===== src/rtl/pc_fetch_sequencer_if.sv =====
// Fetch-side bus bundle: instruction memory port, IF/ID buffer, and redirect inputs.
// The sequencer connects through the master modport; the core/memory side uses slave.
interface pc_fetch_sequencer_if #(
   parameter int XLEN = 64
);
   logic            imem_req;
   logic [XLEN-1:0] imem_addr;
   logic            imem_gnt;
   logic            imem_rvalid;
   logic [31:0]     imem_rdata;
   logic            if_valid;
   logic [XLEN-1:0] if_pc;
   logic [31:0]     if_instr;
   logic            id_ready;
   logic            br_taken;
   logic [XLEN-1:0] br_pc;
   logic [XLEN-1:0] br_immd;
   logic            flush;

   modport master (
      output imem_req, imem_addr,
      input  imem_gnt, imem_rvalid, imem_rdata,
      output if_valid, if_pc, if_instr,
      input  id_ready,
      input  br_taken, br_pc, br_immd,
      output flush
   );

   modport slave (
      input  imem_req, imem_addr,
      output imem_gnt, imem_rvalid, imem_rdata,
      input  if_valid, if_pc, if_instr,
      output id_ready,
      output br_taken, br_pc, br_immd,
      input  flush
   );
endinterface


===== src/rtl/pc_fetch_sequencer.sv =====
// Program counter owner and single-outstanding instruction fetch sequencer with a one-entry IF buffer.
// Optional feature macro PC_MISALIGN_TRAP_EN: misaligned redirect targets vector to TRAP_VECTOR.
module pc_fetch_sequencer #(
   parameter int XLEN = 64,
`ifdef PC_MISALIGN_TRAP_EN
   parameter logic [XLEN-1:0] TRAP_VECTOR = 64'h0000_0000_0000_0100,
`endif
   parameter logic [XLEN-1:0] RESET_VECTOR = 64'h0000_0000_0000_1000
) (
   input  logic clk,
   input  logic rst_n,
   pc_fetch_sequencer_if.master bus
`ifdef PC_MISALIGN_TRAP_EN
   ,
   output logic misalign_trap
`endif
);

   typedef enum logic [1:0] {
      ST_IDLE = 2'd0,
      ST_REQ  = 2'd1,
      ST_WAIT = 2'd2,
      ST_HOLD = 2'd3
   } state_t;

   localparam logic [XLEN-1:0] PC_STEP = {{(XLEN-3){1'b0}}, 3'b100};

   state_t          state_r, state_s;
   logic [XLEN-1:0] pc_r, pc_s;
   logic [XLEN-1:0] pending_pc_r, pending_pc_s;
   logic            discard_r, discard_s;
   logic            if_valid_r, if_valid_s;
   logic [XLEN-1:0] if_pc_r, if_pc_s;
   logic [31:0]     if_instr_r, if_instr_s;
   logic            flush_r;
   logic [XLEN-1:0] target_s;
   logic [XLEN-1:0] redirect_pc_s;

   function automatic logic [XLEN-1:0] branch_target(input logic [XLEN-1:0] pc,
                                                     input logic [XLEN-1:0] immd);
      return pc + (immd << 1);
   endfunction

   assign target_s = branch_target(bus.br_pc, bus.br_immd);

`ifdef PC_MISALIGN_TRAP_EN
   logic misaligned_s;
   logic misalign_trap_r;

   assign misaligned_s  = (target_s[1:0] != 2'b00);
   assign redirect_pc_s = misaligned_s ? TRAP_VECTOR : target_s;
   assign misalign_trap = misalign_trap_r;

   // Trap pulse follows any redirect whose target was replaced by the trap vector.
   always_ff @(posedge clk or negedge rst_n) begin
      if (!rst_n) begin
         misalign_trap_r <= 1'b0;
      end else begin
         misalign_trap_r <= bus.br_taken && misaligned_s && (state_r != ST_IDLE);
      end
   end
`else
   assign redirect_pc_s = target_s;
`endif

   // Request lines are a pure decode of registered state and PC.
   assign bus.imem_req  = (state_r == ST_REQ);
   assign bus.imem_addr = (state_r == ST_REQ) ? pc_r : {XLEN{1'b0}};
   assign bus.if_valid  = if_valid_r;
   assign bus.if_pc     = if_pc_r;
   assign bus.if_instr  = if_instr_r;
   assign bus.flush     = flush_r;

   // State and datapath registers.
   always_ff @(posedge clk or negedge rst_n) begin
      if (!rst_n) begin
         state_r      <= ST_IDLE;
         pc_r         <= RESET_VECTOR;
         pending_pc_r <= {XLEN{1'b0}};
         discard_r    <= 1'b0;
         if_valid_r   <= 1'b0;
         if_pc_r      <= {XLEN{1'b0}};
         if_instr_r   <= 32'h0000_0000;
         flush_r      <= 1'b0;
      end else begin
         state_r      <= state_s;
         pc_r         <= pc_s;
         pending_pc_r <= pending_pc_s;
         discard_r    <= discard_s;
         if_valid_r   <= if_valid_s;
         if_pc_r      <= if_pc_s;
         if_instr_r   <= if_instr_s;
         flush_r      <= bus.br_taken;
      end
   end

   // Next-state logic; a redirect always wins over the normal fetch flow.
   always_comb begin
      state_s      = state_r;
      pc_s         = pc_r;
      pending_pc_s = pending_pc_r;
      discard_s    = discard_r;
      if_valid_s   = if_valid_r;
      if_pc_s      = if_pc_r;
      if_instr_s   = if_instr_r;

      case (state_r)
         ST_IDLE: begin
            state_s = ST_REQ;
         end

         ST_REQ: begin
            if (bus.imem_gnt) begin
               state_s = ST_WAIT;
               if (bus.br_taken) begin
                  pc_s      = redirect_pc_s;
                  discard_s = 1'b1;
               end else begin
                  pending_pc_s = pc_r;
                  pc_s         = pc_r + PC_STEP;
               end
            end else if (bus.br_taken) begin
               pc_s = redirect_pc_s;
            end else begin
               state_s = ST_REQ;
            end
         end

         ST_WAIT: begin
            if (bus.br_taken) begin
               pc_s = redirect_pc_s;
            end else begin
               pc_s = pc_r;
            end
            // A response arriving with or after a redirect belongs to the wrong path.
            if (bus.imem_rvalid) begin
               if (discard_r || bus.br_taken) begin
                  discard_s = 1'b0;
                  state_s   = ST_REQ;
               end else begin
                  if_pc_s    = pending_pc_r;
                  if_instr_s = bus.imem_rdata;
                  if_valid_s = 1'b1;
                  state_s    = ST_HOLD;
               end
            end else if (bus.br_taken) begin
               discard_s = 1'b1;
            end else begin
               discard_s = discard_r;
            end
         end

         ST_HOLD: begin
            if (bus.br_taken) begin
               if_valid_s = 1'b0;
               pc_s       = redirect_pc_s;
               state_s    = ST_REQ;
            end else if (bus.id_ready) begin
               if_valid_s = 1'b0;
               state_s    = ST_REQ;
            end else begin
               if_valid_s = 1'b1;
            end
         end

         default: begin
            state_s = ST_IDLE;
         end
      endcase
   end

endmodule

===== src/flat_wrapper.sv =====
// flat-port wrapper written by rule: the top's interface ports become plain ports
module pc_fetch_sequencer_flat 
#(
   parameter int XLEN = 64,

   parameter logic [XLEN-1:0] RESET_VECTOR = 64'h0000_0000_0000_1000
)
  (clk, rst_n, bus_imem_req, bus_imem_addr, bus_imem_gnt, bus_imem_rvalid, bus_imem_rdata, bus_if_valid, bus_if_pc, bus_if_instr, bus_id_ready, bus_br_taken, bus_br_pc, bus_br_immd, bus_flush);
  pc_fetch_sequencer_if #(.XLEN(XLEN)) bus_i ();
  input  logic clk;
  input  logic rst_n;
  output wire logic [$bits(bus_i.imem_req)-1:0] bus_imem_req;
  output wire logic [$bits(bus_i.imem_addr)-1:0] bus_imem_addr;
  input wire logic [$bits(bus_i.imem_gnt)-1:0] bus_imem_gnt;
  input wire logic [$bits(bus_i.imem_rvalid)-1:0] bus_imem_rvalid;
  input wire logic [$bits(bus_i.imem_rdata)-1:0] bus_imem_rdata;
  output wire logic [$bits(bus_i.if_valid)-1:0] bus_if_valid;
  output wire logic [$bits(bus_i.if_pc)-1:0] bus_if_pc;
  output wire logic [$bits(bus_i.if_instr)-1:0] bus_if_instr;
  input wire logic [$bits(bus_i.id_ready)-1:0] bus_id_ready;
  input wire logic [$bits(bus_i.br_taken)-1:0] bus_br_taken;
  input wire logic [$bits(bus_i.br_pc)-1:0] bus_br_pc;
  input wire logic [$bits(bus_i.br_immd)-1:0] bus_br_immd;
  output wire logic [$bits(bus_i.flush)-1:0] bus_flush;
  assign bus_imem_req = bus_i.imem_req;
  assign bus_imem_addr = bus_i.imem_addr;
  assign bus_i.imem_gnt = bus_imem_gnt;
  assign bus_i.imem_rvalid = bus_imem_rvalid;
  assign bus_i.imem_rdata = bus_imem_rdata;
  assign bus_if_valid = bus_i.if_valid;
  assign bus_if_pc = bus_i.if_pc;
  assign bus_if_instr = bus_i.if_instr;
  assign bus_i.id_ready = bus_id_ready;
  assign bus_i.br_taken = bus_br_taken;
  assign bus_i.br_pc = bus_br_pc;
  assign bus_i.br_immd = bus_br_immd;
  assign bus_flush = bus_i.flush;
  pc_fetch_sequencer #(.XLEN(XLEN), .RESET_VECTOR(RESET_VECTOR)) u_core (.clk(clk), .rst_n(rst_n), .bus(bus_i));
endmodule

===== config.mk =====
export PLATFORM = sky130hd
export DESIGN_NAME = pc_fetch_sequencer_flat
export DESIGN_NICKNAME = d
export VERILOG_FILES = /design/src/rtl/pc_fetch_sequencer_if.sv /design/src/rtl/pc_fetch_sequencer.sv /design/src/flat_wrapper.sv
export SDC_FILE = /design/constraint.sdc
export NUM_CORES = 1
export LEC_CHECK = 0
export BUFFER_PORTS_ARGS = -buffer_cell sky130_fd_sc_hd__buf_2
export CORE_ASPECT_RATIO = 0.9
export CORE_MARGIN = 2
export CORE_UTILIZATION = 53
export CTS_BUF_LIST = sky130_fd_sc_hd__clkbuf_2 sky130_fd_sc_hd__clkbuf_4 sky130_fd_sc_hd__clkbuf_8
export CTS_CLUSTER_SIZE = 12
export DETAILED_ROUTE_END_ITERATION = 8
export HOLD_SLACK_MARGIN = 0.06
export PLACE_DENSITY = 0.76
export SYNTH_ARGS = -nofsm -noshare
export SYNTH_HDL_FRONTEND = slang
export SYNTH_SLANG_ARGS = --single-unit

===== constraint.sdc =====
create_clock -name clk -period 4.7 [get_ports clk]
set_input_delay 0.47 -clock clk [delete_from_list [all_inputs] [get_ports clk]]
set_output_delay 0.47 -clock clk [all_outputs]
set_load 0.01 [all_outputs]

==> results.yml, run 1 <==
worst_setup_path:
  crit_chain: "inv_1 > ha_1 > or3b_1 > nor2_1 > nand2b_1 > nor3_4 > nand3_4 > nor2_4 > nand4_1 > mux2i_1 > o221ai_1 > or3_1"
  critPathMaxStageDelay_ns: 0.53
  worstSetupPathType: "flip-flop to flip-flop"
  critical_path.endpoint_type: "flip-flop"
  required_ns: 5.09
  worst-path-max-fanout: 11
  cp-start-kind: "flip-flop"
  cp_slowest_cell: "nor3_4"
  worstPathArrival_ns: 4.19
global_route:
  grt_pass1_vias: 13100
  grt_first_pass_wirelength_um: 67400
  overflow: 0
  antenna_found_initial: 1
  groute.usage.overall: 0.290
  grt_max_degree: 123
sta:
  fin_setup_tns_ns: 0
  setup_viol: 0
  fmax_mhz: 263
  rsz0062_at_grt: "false"
  hold_viol_final: 0
  fin_skew_ns: 0.0260
  layout_setup_ws_ns: 0.893
  whs_ns: 0.00306
  fin_crit_sh: 0.810
  maxSlewViolCount: 0
  period_minus_slack_ns: 3.81
  max_slew_margin: 0.223
  tightest_slew_ns: 1.17
placed_design:
  gp_congestion: 0.949
  port_buffers: 327
  post-place-ws_ns: 0.879
  dp_hpwl_um: 31400
route:
  first_pass_iters: 5
  dr.first_iter.drc_count: 1399
  routed_wl_um: 42500
  drc: 0
  viasPerCell: 5.83
  vias: 13900
  ant_nets: 0
  wl_per_cell_um: 17.7
final_layout:
  syn_to_final_growth_pct: 17.1
  nets: 2258
  drive_gt1_frac: 0.232
  post-route-util: 0.630
floorplanning:
  initial_core_util: 0.538
  fp.dieH_um: 161
  ioPinCount: 329
  die_x_um: 179
  die-area_um2: 28800
  rows: 57
  coreArea_um2: 27000
yosys:
  synth_area_um2: 14600
  synth_common_cells: "397 x nand2_1, 228 x dfrtp_1, 147 x a21oi_1"
  ys_warn_count: 0
  synth.area.top_cells: "dfrtp_1 39%, nand2_1 10%, ha_1 5.8%"
  synth.most_common_cell: "nand2_1"
  synth_edf_count: 0
  synth_cell_types: 84
  syn-num-nets: 1978
  ys_async_sr_fraction: 1.00
  synth_top_area_frac: 0.392
  syn_avg_cell_area_um2: 8.34
  synthCells: 1744
  seq_area_frac_synth: 0.394
  yosysTopAreaCell: "dfrtp_1"
  ys.flop_type: "dfrtp_1"
  ys_ff_latch: 229
clocking:
  cts_tree: "yes"
  clk_pin_slew_ns: 0.07
  clkLatencyLatePin_ns: 0.52
  htree_num_levels: 2
  cts_hold_buf: 0
  cts_buffers: 36
  cts_setup_buffers: 0
  cts_buffer_depth: 3
  root_buffer: "clkbuf_8"
  cts.sinks: 229
  cts_resized: 0
power_and_ir_drop:
  leakagePower_nw: 8.40
  p_per_area_nw_per_um2: 551
  peakVddDrop_mv: 0.251
outcome:
  status: "completed"
job:
  maxCapViolCount: 0
min_path:
  holdCritPathClass: "input pin to asynchronous set/reset pin"
-- critical path, delay by kind of cell, from the launching register on --
family	cells	cell delay (ns)
fa+ha+maj	1	0.36
buf+inv	1	0.09
compound gates	1	0.11
simple gates	8	2.51
flops	1	0.41
mux	1	0.18
-- layout make-up --
cell class / instances / area (um^2)
diodes: 1 / 2.50
clock buffers: 49 / 631
clock inverters: 3 / 21.3
fillers: 2351 / 9990
inverters: 32 / 120
multi-input cells: 1389 / 8370
repair buffers: 336 / 1720
flip-flops and latches: 229 / 5730
well taps: 354 / 443
-- power breakdown --
part	internal (W)	total [W]	switching, W
Sequential	0.00286	0.00376	0.000907
Clock	0.000857	0.00160	0.000746
Combinational	0.00172	0.00402	0.00229
Total	0.00543	0.00938	0.00395
-- worst paths after layout --
check	slack (ns)	end	cells after the start	start
max in group asynchronous	3.47	u_core.bus.if_pc[22]	2	rst_n
worst max-delay path	0.89	u_core.pc_r[63]	12	u_core.state_r[0]
min in group clk	0.15	u_core.bus.if_instr[25]	3	bus_imem_rdata[25]
worst min-delay path	0.003	u_core.bus.if_pc[19]	1	rst_n
worst min register to register	0.45	u_core.bus.if_pc[45]	2	u_core.pending_pc_r[45]
worst max register to register	0.89	u_core.pc_r[63]	12	u_core.state_r[0]
-- cells by family after synthesis --
| kind of cell | after synthesis | synth area share |
|---|---|---|
| flops | 229 | 0.394 |
| mux | 63 | 0.0486 |
| compound gates | 401 | 0.177 |
| xor+xnor | 54 | 0.0325 |
| simple gates | 803 | 0.256 |
| buf+inv | 126 | 0.0332 |
| fa+ha+maj | 68 | 0.0590 |
-- layer usage --
layer  track usage  vias up  share of wire
li1              -     6688              -
met1         0.437     6525           0.46
met2         0.439      666           0.43
met3        0.0403       68          0.086
met4        0.0791        0          0.020
met5             0        -              0
-- sequential cells by signal, indices dropped and copies added (netlist names) --
name and flops:
u_core.bus.if_instr 32, u_core.bus.if_valid 1, u_core.bus.flush 1, u_core.pc_r 64
u_core.discard_r 1, u_core.bus.if_pc 64, u_core.state_r 2, u_core.pending_pc_r 64
-- stage by stage --
step / instances / total power (W) / area (um^2)
final: 2393 / 0.00938 / 17000
after global routing: 2393 / 0.0100 / 17000
after CTS: 2392 / 0.00938 / 17000
after detailed placement: 2340 / 0.00776 / 16400
after global placement: 2340 / 0.00760 / 16400
after floorplan: 1744 / 0.00604 / 14600
-- layout by cell type (no fill, tap or decap), types with 4 or more instances in the layout --
master and instances:
or4_1 4, nand2_1 397, or2_1 5, a211oi_1 4, o21bai_1 14, o21ai_1 9, mux2_2 60, a31oi_1 16
o21ai_0 57, ha_1 65, o22ai_1 8, and4_1 6, inv_1 31, clkbuf_4 7, a22oi_1 11, nand4_1 26
nor3_1 25, o2111ai_1 4, nor4_1 9, a21o_1 24, o221ai_1 4, clkbuf_8 42, o31ai_1 10, dfrtp_1 228
buf_4 10, nand3_1 56, nor2b_1 8, buf_2 325, o21a_1 15, xnor2_1 39, nor2_1 129, and3_1 30
a41oi_1 5, a21oi_1 147, and2_1 74, xor2_1 15, a221oi_1 4, o211ai_1 4, nand2b_1 6, o22a_1 30
Note: power is estimated with default switching activity, not from simulation.
==> run 2, diff against run 1 <==
- ABC_AREA: default -> 1
- PLACE_DENSITY: 0.76 -> 0.78
- clock period: 4.7 -> 3.3 ns (I/O delays scaled with it)
==> results.yml, run 2 <==
outcome:
  status: "completed"
final_layout:
  seq_area_um2: 5730
  final_cell_mix: "776 x nand2_1, 425 x inv_1, 326 x buf_2"
  drive_gt1_frac: 0.195
  post-route-util: 0.636
  fillers: 2854
  multiInputGateArea_um2: 9310
  final_common_cell: "nand2_1"
  syn_to_final_growth_pct: 19.1
  fin_area_um2: 20100
  nets: 3090
sta:
  fin_setup_tns_ns: 0
  fmax_mhz: 361
  period_minus_slack_ns: 2.77
  maxSlewViolCount: 0
  whs_ns: 0.117
  rsz0062_at_grt: "false"
  tightest_slew_ns: 1.07
  max_slew_margin: 0.286
  fin_skew_ns: 0.0272
  setup_viol: 0
  fin_crit_sh: 0.840
  hold_viol_final: 0
global_route:
  groute.usage.overall: 0.349
  grt_first_pass_wirelength_um: 90500
  antenna_found_initial: 1
  grt_pass1_vias: 16900
  grt_max_degree: 94
  overflow: 0
clocking:
  cts_resized: 0
  htree_num_levels: 2
  clkLatencyLatePin_ns: 0.56
  cts_setup_buffers: 0
  root_buffer: "clkbuf_8"
  cts_buffers: 38
  cts_tree: "yes"
  cts_hold_buf: 34
  cts.sinks: 229
  clk_pin_slew_ns: 0.06
  cts_buffer_depth: 3
yosys:
  ys.flop_type: "dfrtp_1"
  ys_ff_latch: 229
  synth_edf_count: 0
  syn_avg_cell_area_um2: 6.76
  synth.most_common_cell: "nand2_1"
  synth.area.top_cells: "dfrtp_1 34%, nand2_1 17%, inv_1 9.4%"
  synthCells: 2500
  synth_cell_types: 53
  ys_warn_count: 0
  synth_area_um2: 16900
  ys_async_sr_fraction: 1.00
  seq_area_frac_synth: 0.339
  synth_top_area_frac: 0.338
  yosysTopAreaCell: "dfrtp_1"
  synth_common_cells: "777 x nand2_1, 425 x inv_1, 228 x dfrtp_1"
  syn-num-nets: 2734
worst_setup_path:
  crit_chain: "inv_1 > ha_1 > nor2_1 > nand2_1 > nor2_1 > nor2_1 > buf_4 > inv_1 > o22ai_1 > o21bai_1"
  critical_path.endpoint_type: "flip-flop"
  critPathMostFrequentCell: "nor2_1"
  r2r_start: "u_core.state_r[0]"
  worstPathArrival_ns: 3.20
  cp-start-kind: "flip-flop"
  worstSetupPathType: "flip-flop to flip-flop"
  cp_slowest_cell: "nor2_1"
  critPathMaxStageDelay_ns: 0.49
  worst-path-max-fanout: 12
  r2r_cells: 10
  worst-r2r-setup-slack_ns: 0.53
  timing.rr.end: "u_core.pc_r[51]"
  required_ns: 3.73
floorplanning:
  coreArea_um2: 31700
  ioPinCount: 329
  initial_core_util: 0.534
  die-area_um2: 33300
  die_x_um: 192
  fp.dieH_um: 173
  rows: 62
route:
  routed_wl_um: 59000
  ant_nets: 0
  drc: 0
  viasPerCell: 5.41
  wl_per_cell_um: 17.9
  vias: 17800
  dr.first_iter.drc_count: 1474
  first_pass_iters: 8
power_and_ir_drop:
  leakagePower_nw: 11.8
  peakVddDrop_mv: 0.529
  power_w: 0.0139
  p_per_area_nw_per_um2: 689
min_path:
  min_from: "bus_id_ready"
  min_to: "u_core.bus.if_valid"
  holdCritPathClass: "input pin to flip-flop"
  min_path_cells: 4
placed_design:
  port_buffers: 327
  dp_hpwl_um: 45800
  gp_congestion: 0.985
  place_area_um2: 19000
job:
  maxCapViolCount: 0
## run 2: routing by layer
layer	part of all wire	GRT usage	up-vias	wire length, um
met3	0.088	0.0486	103	5170
li1	-	-	8655	-
met5	0	0	-	0
met1	0.44	0.486	8228	25700
met2	0.45	0.560	838	26300
met4	0.031	0.120	0	1840
## run 2: how the worst max path moves through the flow
stage                           start           endpoint  cells past startpoint
finish              u_core.state_r[0]    u_core.pc_r[51]                     10
global route        u_core.state_r[0]    u_core.pc_r[51]                     10
CTS                 u_core.state_r[1]  bus_imem_addr[29]                      6
detailed placement     bus_br_immd[0]    u_core.pc_r[33]                     18
global placement       bus_br_immd[0]    u_core.pc_r[33]                     18
floorplan              bus_br_immd[0]    u_core.pc_r[33]                     17
## run 2: per-stage QoR
step	instances	setup WS, ns
final	3297	0.527
after global routing	3297	0.411
after CTS	3296	0.592
after detailed placement	3198	0.550
after global placement	3198	0.566
after floorplan	2500	1.22
## run 2: cell type report
cell class	instances	area share
Clock inverter	5	0.00174
Tap cell	416	0.0259
Antenna cell	1	0.000124
Timing Repair Buffer	381	0.108
Inverter	427	0.0797
Multi-Input combinational cell	1779	0.463
Sequential cell	229	0.285
Clock buffer	59	0.0369
## run 2: critical path: cells and delay by family, from the launching register on
kind	cells	cell delay, ns
AO/OA/AOI/OAI	2	0.32
adder cells (fa/ha/maj)	1	0.26
buffers and inverters	3	0.68
flip-flops	1	0.38
AND/OR/NAND/NOR	4	1.02
## run 2: logic make-up (layout without fill, tap and decap cells)
family,count (synthesis),after routing,synth area share
AOI/OAI and AO/OA,305,305,0.0984
DFF,229,229,0.339
and+or+nand+nor,1287,1287,0.324
adders and majority gates,68,68,0.0508
muxes,99,99,0.0660
buffers and inverters,492,872,0.111
other,0,1,0
xor gates and xnor gates,20,20,0.0104
## run 2: power by group
group | internal, W | total [W] | leakage (nW) | switching (W)
combinational | 0.00219 | 0.00627 | 8.41 | 0.00408
sequential | 0.00385 | 0.00499 | 2.93 | 0.00114
clock | 0.00143 | 0.00261 | 0.413 | 0.00117
==> run 3, diff against run 2 <==
- PLACE_DENSITY: 0.78 -> 0.75
- clock period: 3.3 -> 2.65 ns (I/O delays scaled with it)
==> results.yml, run 3 (synthesis gave the netlist of run 2 again) <==
final_layout:
  nets: 3108
  instances_no_fill: 3316
  multiInputGateArea_um2: 9320
  seq_area_um2: 5730
  fillers: 2882
  antenna_cells: 0
  final_common_cell: "nand2_1"
  syn_to_final_growth_pct: 20.5
  drive_gt1_frac: 0.199
  final_cell_mix: "776 x nand2_1, 425 x inv_1, 326 x buf_2"
power_and_ir_drop:
  leakagePower_nw: 11.9
  peakVddDrop_mv: 0.972
  p_per_area_nw_per_um2: 852
route:
  vias: 17800
  ant_nets: 0
  routed_wl_um: 57700
  wl_per_cell_um: 17.4
  dr.first_iter.drc_count: 1502
  drc: 0
  first_pass_iters: 6
  viasPerCell: 5.38
floorplanning:
  fp.dieH_um: 173
  initial_core_util: 0.534
  die_x_um: 192
  ioPinCount: 329
  coreArea_um2: 31700
  rows: 62
  die-area_um2: 33300
worst_setup_path:
  crit_chain: "inv_1 > ha_1 > nor2_1 > nand2_1 > buf_4 > nor2_1 > nor2_1 > inv_1 > buf_4 > o221ai_1 > o21ai_0"
  critPathMaxStageDelay_ns: 0.43
  critical_path.endpoint_type: "flip-flop"
  required_ns: 3.05
  worstSetupPathType: "flip-flop to flip-flop"
  worstPathArrival_ns: 2.74
  worst-path-max-fanout: 23
  critPathMostFrequentCell: "nor2_1"
  cp-start-kind: "flip-flop"
  cp_slowest_cell: "dfrtp_1"
placed_design:
  gp_congestion: 1.08
  placed_cells: 3214
  dp_hpwl_um: 45700
  port_buffers: 327
min_path:
  holdCritPathClass: "input pin to flip-flop"
sta:
  maxSlewViolCount: 0
  fin_skew_ns: 0.0148
  fmax_mhz: 427
  fin_crit_sh: 0.884
  setup_viol: 0
  hold_viol_final: 0
  max_slew_margin: 0.534
  rsz0062_at_grt: "false"
  tightest_slew_ns: 0.699
  fin_setup_tns_ns: 0
  period_minus_slack_ns: 2.34
clocking:
  cts_buffers: 37
  cts.sinks: 229
  root_buffer: "clkbuf_8"
  cts_buffer_depth: 3
  htree_num_levels: 2
  cts_tree: "yes"
  clkLatencyLatePin_ns: 0.54
  cts_setup_buffers: 0
  clk_pin_slew_ns: 0.06
global_route:
  groute.usage.overall: 0.343
  overflow: 0
  grt_first_pass_wirelength_um: 89600
  grt_pass1_vias: 16700
  antenna_found_initial: 0
  grt_max_degree: 78
outcome:
  status: "completed"
job:
  maxCapViolCount: 0
run 3: metal layers:
layer,routed length (um),global-route usage,vias to the layer above
met4,1650,0.0961,0
met5,0,0,-
met2,25700,0.548,811
met3,4840,0.0405,111
met1,25500,0.492,8216
li1,-,-,8693
run 3: worst paths after layout:
path | startpoint | endpoint | slack, ns | cells past startpoint
max in group asynchronous | rst_n | u_core.bus.if_pc[40] | 1.62 | 3
min reg2reg | u_core.pending_pc_r[49] | u_core.pending_pc_r[49] | 0.48 | 2
min | bus_br_pc[1] | u_core.pc_r[1] | 0.11 | 4
max | u_core.state_r[0] | u_core.pc_r[11] | 0.31 | 11
max reg2reg | u_core.state_r[0] | u_core.pc_r[11] | 0.31 | 11
min in group asynchronous | rst_n | u_core.bus.if_pc[8] | 0.27 | 2
run 3: final cells by class:
cell class,instances,area share
Multi-Input combinational cell,1779,0.458
Sequential cell,229,0.281
Timing Repair Buffer,400,0.118
Inverter,427,0.0787
Clock buffer,61,0.0372
Tap cell,416,0.0256
Clock inverter,4,0.00147
run 3: repair_timing:
| item | in CTS | in global routing |
|---|---|---|
| resized for setup | 0 | 1 |
| hold endpoints to repair | 103 | 0 |
| hold buffers | 37 | 0 |
| endpoints found under the setup margin | 0 | 20 |
run 3: where the power goes:
group          internal [W]  total (W)  switching [W]
Clock               0.00181    0.00322        0.00141
Sequential          0.00480    0.00618        0.00138
Combinational       0.00287    0.00796        0.00509
Total               0.00947     0.0174        0.00788
run 3: stage by stage:
step | utilization | total power, W | area, um^2 | hold slack (ns) | setup slack (ns)
after global routing | 0.643 | 0.0186 | 20400 | 0.138 | 0.117
after detailed placement | 0.606 | 0.0139 | 19200 | 0.282 | 0.104
after global placement | 0.606 | 0.0137 | 19200 | 0.280 | 0.113
final | 0.643 | 0.0174 | 20400 | 0.110 | 0.307
after CTS | 0.643 | 0.0172 | 20400 | 0.0903 | 0.0521
after floorplan | - | 0.0107 | 16900 | -0.0306 | 0.637
run 3: critical path, delay by kind of cell (launching register included):
family,cells,cell delay [ns]
DFF,1,0.43
AOI/OAI and AO/OA,2,0.21
adders and majority gates,1,0.25
and+or+nand+nor,4,0.52
buffers and inverters,4,0.80
